$ cat src/rtl/wb_pkg.sv
// rtl/wb_pkg.sv - shared widths and entry type for the writeback history buffer
package wb_pkg;

    localparam int XLEN_DEFAULT = 32;
    localparam int REG_AW       = 5;

    typedef struct packed {
        logic                    valid;
        logic [REG_AW-1:0]       rd;
        logic [XLEN_DEFAULT-1:0] data;
    } wb_entry_t;

endpackage

$ cat src/rtl/wb_fwd_match.sv
// rtl/wb_fwd_match.sv - priority match of one lookup address over the history entries
module wb_fwd_match
    import wb_pkg::*;
#(
    parameter int XLEN  = XLEN_DEFAULT,
    parameter int DEPTH = 2
) (
    input  logic [DEPTH-1:0]             valid,
    input  logic [DEPTH-1:0][REG_AW-1:0] rd,
    input  logic [DEPTH-1:0][XLEN-1:0]   data,
    input  logic [REG_AW-1:0]            rs_addr,
    output logic                         hit,
    output logic [XLEN-1:0]              rs_data
);

    // Scan oldest to newest so the newest matching entry is the one left standing.
    always_comb begin
        hit     = 1'b0;
        rs_data = '0;
        for (int i = DEPTH - 1; i >= 0; i--) begin
            if (valid[i] && (rd[i] == rs_addr) && (rs_addr != '0)) begin
                hit     = 1'b1;
                rs_data = data[i];
            end
        end
    end

endmodule

$ cat src/rtl/wb_history_buf.sv
// rtl/wb_history_buf.sv - shift register of recent register writes with forwarding lookups
module wb_history_buf
    import wb_pkg::*;
#(
    parameter int XLEN  = XLEN_DEFAULT,
    parameter int DEPTH = 2,
    parameter int NRD   = 2,
    localparam int OCC_W = $clog2(DEPTH + 1)
) (
    input  logic                         clk,
    input  logic                         rst_n,
    input  logic                         adv,
    input  logic                         flush,
    input  logic                         wr_en,
    input  logic [REG_AW-1:0]            wr_rd,
    input  logic [XLEN-1:0]              wr_data,
    input  logic [NRD-1:0][REG_AW-1:0]   rs_addr,
    output logic [NRD-1:0]               rs_hit,
    output logic [NRD-1:0][XLEN-1:0]     rs_data,
    output logic [OCC_W-1:0]             occ
);

    logic [DEPTH-1:0]             valid_q, valid_d;
    logic [DEPTH-1:0][REG_AW-1:0] rd_q, rd_d;
    logic [DEPTH-1:0][XLEN-1:0]   data_q, data_d;
    logic [OCC_W-1:0]             occ_q, occ_d;

    always_comb begin
        valid_d = valid_q;
        rd_d    = rd_q;
        data_d  = data_q;
        if (flush) begin
            valid_d = '0;
        end else if (adv) begin
            for (int i = DEPTH - 1; i > 0; i--) begin
                valid_d[i] = valid_q[i-1];
                rd_d[i]    = rd_q[i-1];
                data_d[i]  = data_q[i-1];
            end
            // Writes to x0 are recorded but never marked valid.
            valid_d[0] = wr_en && (wr_rd != '0);
            rd_d[0]    = wr_rd;
            data_d[0]  = wr_data;
        end
        occ_d = '0;
        for (int i = 0; i < DEPTH; i++) begin
            occ_d = occ_d + OCC_W'(valid_d[i]);
        end
    end

    always_ff @(posedge clk or negedge rst_n) begin
        if (!rst_n) begin
            valid_q <= '0;
            rd_q    <= '0;
            data_q  <= '0;
            occ_q   <= '0;
        end else begin
            valid_q <= valid_d;
            rd_q    <= rd_d;
            data_q  <= data_d;
            occ_q   <= occ_d;
        end
    end

    assign occ = occ_q;

    for (genvar p = 0; p < NRD; p++) begin : g_port
        wb_fwd_match #(
            .XLEN  (XLEN),
            .DEPTH (DEPTH)
        ) u_match (
            .valid   (valid_q),
            .rd      (rd_q),
            .data    (data_q),
            .rs_addr (rs_addr[p]),
            .hit     (rs_hit[p]),
            .rs_data (rs_data[p])
        );
    end

endmodule

$ cat config.mk
export PLATFORM = sky130hd
export DESIGN_NAME = wb_history_buf
export DESIGN_NICKNAME = d
export VERILOG_FILES = /design/src/rtl/wb_pkg.sv /design/src/rtl/wb_fwd_match.sv /design/src/rtl/wb_history_buf.sv
export SDC_FILE = /design/constraint.sdc
export NUM_CORES = 1
export LEC_CHECK = 0
export BUFFER_PORTS_ARGS = -buffer_cell sky130_fd_sc_hd__buf_2
export CELL_PAD_IN_SITES_DETAIL_PLACEMENT = 0
export CELL_PAD_IN_SITES_GLOBAL_PLACEMENT = 1
export CORE_MARGIN = 3
export CORE_UTILIZATION = 40
export DETAILED_ROUTE_END_ITERATION = 8
export GPL_TIMING_DRIVEN = 0
export PLACE_DENSITY = 0.82
export SETUP_SLACK_MARGIN = 0.15
export SLEW_MARGIN = 20
export SYNTH_ARGS = -nofsm -noshare
export SYNTH_HDL_FRONTEND = slang
export SYNTH_SLANG_ARGS = --single-unit
$ cat constraint.sdc
create_clock -name clk -period 2.3 [get_ports clk]
set_input_delay 0.345 -clock clk [delete_from_list [all_inputs] [get_ports clk]]
set_output_delay 0.345 -clock clk [all_outputs]
set_load 0.02 [all_outputs]
==> summary.md <==
| Metric | Value |
|---|---|
| I/O Buffers | `between 100 and 150` |
| Worst setup EP type | `primary output` |
| Pleak | `3.21 nW` |
| DRT iter0 DRCs | `around 160` |
| Final setup TNS | `-17.27 ns` |
| Wire per inst | `20.6 microns` |
| Fin crit period | `approximately 2.6 ns` |
| Detailed-route via count | `4075` |
| Warnings from Yosys | `0` |
| Critical path fanouts, max | `10` |
| Initial core utilization | `41.6%` |
| Max-cap viol count | `0` |
| Violated checks | `negative setup slack` |
| Antenna violations before repair | `0` |
| Worst skew pair latency | `~0.34 ns` |
| Gpl congestion | `0.838` |
| Seq cells post-synth | `78` |
| Ant diodes | `0` |
| Yosys cell types | `33` |
| H-tree Lvls | `3` |
| Syn Inst Count | `between 400 and 500` |
| Number of global-route vias before repair | `4151` |
| Final setup fails | `66` |
| Worst-path clk slew | `roughly 0.060 ns` |
| Status | `finished, violations left` |
| Dpl hpwl | `roughly 9400 microns` |
| Pwr dens | `~600 nW/um^2` |
| Fmax | `381 MHz` |
| CTS tree | `built` |
| Core Area | `11000 sq um` |
| Total gr overflow | `0` |
| TritonCTS Sinks | `between 70 and 80` |
| Nets | `638` |
| Seq/Total Area, Yosys | `42.7%` |
| # fillers | `around 810` |
| Worst Setup Start Kind | `flop` |
| Final WS setup | `-0.324 ns` |
| Worst Path Required | `1.96 ns` |
| RSZ-0062 raised after global routing | `true` |
| Die ar. | `12700 sq um` |
| Skew final | `0.00401 ns` |
| Worst Hold Class | `in -> reg` |
| Drt total wl | `15100 microns` |
| Final total power | `4.29 mW` |
| Final worst-path cycle share | `114%` |
| Final core occ | `65.7%` |
| Area delta synth->final | `58.0%` |
| Total CTS buffers | `9` |
| Synthesized Nets | `482` |
| Clk buf depth | `2` |
| First-pass GRT wire length | `22300 microns` |
| Mapped Area | `4570 sq um` |
| Worst ir drop on vdd | `343 uV` |
| CP arrival | `about 2.3 ns` |
| Number of I/O pins | `between 100 and 150` |
| Drt pass-1 iters | `4` |
| Layout cells sized above 1 | `between 60% and 70%` |
| Num rows | `38` |
| Vias per inst | `5.58` |
| Fin cells | `730` |
| CP Class | `reg -> out` |
| Drt drc | `0` |
| Worst Tran Pin Value | `0.865 ns` |
| Design Area, Final | `7220 sq um` |
| ANT nets after route | `0` |
| Pin count of the biggest net entering global routing | `51` |
| Slew Viols, Final | `0` |
| Syn avg cell area | `between 10 and 15 sq um` |
| Inst Count DP | `689` |
| Hold Violations, Final | `0` |
| Die H | `113 microns` |
| DIE WIDTH | `between 100 and 150 microns` |
| Dpl cell area | `5370 sq um` |
| GRT Total Usage | `22.3%` |
| Slew margin rel. | `around 42%` |
| CTS root buf | `clkbuf_16` |
[power by group]
group | total [mW] | leakage [nW] | internal (mW) | switching (mW)
Sequential | 1.84 | 0.953 | 1.61 | 0.228
Combinational | 0.825 | 2.09 | 0.420 | 0.405
Clock | 1.63 | 0.165 | 1.05 | 0.574
Total | 4.29 | 3.21 | 3.08 | 1.21
[cell type report]
class                           instances  area [sq um]  area share (%)
Clock inverter                          7           113            1.56
Clock buffer                            9           225            3.12
Inverter                               32           120            1.66
Timing Repair Buffer                  147          1370            19.0
Multi-Input combinational cell        279          2930            40.6
Buffer                                 38           325            4.51
Sequential cell                        78          1960            27.1
Tap cell                              140           175            2.43
[repair_timing]
action	CTS	global route
setup buffers	16	4
setup endpoints to repair	66	66
cloned	2	4
endpoints found under the hold margin	28	0
gates resized for setup	160	124
hold buffers	1	0
pin swaps	27	21
[worst max-delay path, stage by stage, from the launching register on]
cell,delay (ns)
dfrtp_1,0.43
xnor2_2,0.16
nand2_2,0.14
buf_1,0.67
nor4b_2,0.11
mux2_4,0.30
buf_6,0.13
[logic make-up after synthesis]
logic type	synth area share, %
and+or+nand+nor	14.9
adders and majority gates	0.274
xor gates and xnor gates	3.83
DFF	42.7
buffers and inverters	7.37
AOI/OAI and AO/OA	10.5
muxes	20.4
[worst paths after layout]
| check | to | cells after the start | from | slack (ns) |
|---|---|---|---|---|
| setup / recovery | rs_data[40] | 6 | rd_q[9] | -0.32 |
| hold / removal | data_q[0] | 3 | wr_data[0] | 0.21 |
| setup reg to reg | occ[0] | 3 | valid_q[0] | 1.19 |
| hold reg to reg | data_q[41] | 1 | data_q[9] | 0.51 |
| max in group asynchronous | rd_q[1] | 3 | rst_n | 1.22 |
| min in group asynchronous | data_q[6] | 2 | rst_n | 0.47 |
[cells in the mapped netlist]
cell type,number,share of area [%]
buf_6,7,1.7
nand3_1,1,0.11
xnor2_1,18,3.5
or4b_2,3,0.66
nor2_4,1,0.25
o211ai_2,1,0.27
ha_1,1,0.27
mux2i_1,5,1.1
or2_1,1,0.14
nor3_1,34,3.7
a31o_2,31,5.9
clkbuf_1,26,2.1
a21oi_1,1,0.11
inv_1,32,2.6
buf_2,5,0.55
o31ai_1,2,0.33
nand2_1,34,2.8
mux2_2,45,11
nor2b_1,1,0.14
o21ai_0,32,3.5
xor2_1,2,0.38
dfrtp_1,78,43
nor2_1,2,0.16
o211ai_1,1,0.16
mux2_4,25,8.2
nand4_1,4,0.55
a31o_1,1,0.19
or4_1,2,0.33
buf_4,2,0.33
or4_4,2,0.49
nand2b_1,1,0.14
nor4b_1,27,5.2
or4b_1,1,0.22
[sequential cells by signal, indices dropped and copies added, names as in the netlist]
register and cells:
occ 2, data_q 64, valid_q 2, rd_q 10
[stage by stage]
step	setup WS, ns	hold WS, ns
floorplan	0.116	0.0494
global placement	-0.346	0.482
detailed placement	-0.374	0.306
CTS	-0.330	0.197
global route	-0.400	0.209
finish	-0.324	0.205
[routing by layer]
metal	track usage (%)	share of wire, %	routed length, microns
met1	29.7	42	6340
met2	37.7	50	7540
met3	4.39	6.3	946
met4	5.53	1.6	240
met5	0	0	0
[layout by cell type (no fill, tap or decap), types with 8 or more instances in the layout]
cell type / count
xnor2_2: 8
buf_4: 19
nor4b_2: 16
mux2_4: 25
nor3_1: 14
clkbuf_1: 12
clkbuf_16: 12
nand2_1: 33
nor4b_1: 11
buf_6: 71
mux2_2: 45
dfrtp_1: 73
xnor2_1: 10
nor3_2: 18
buf_2: 58
a31o_4: 32
o21ai_0: 32
inv_1: 32
No activity file was read; power rests on OpenSTA's default activity.
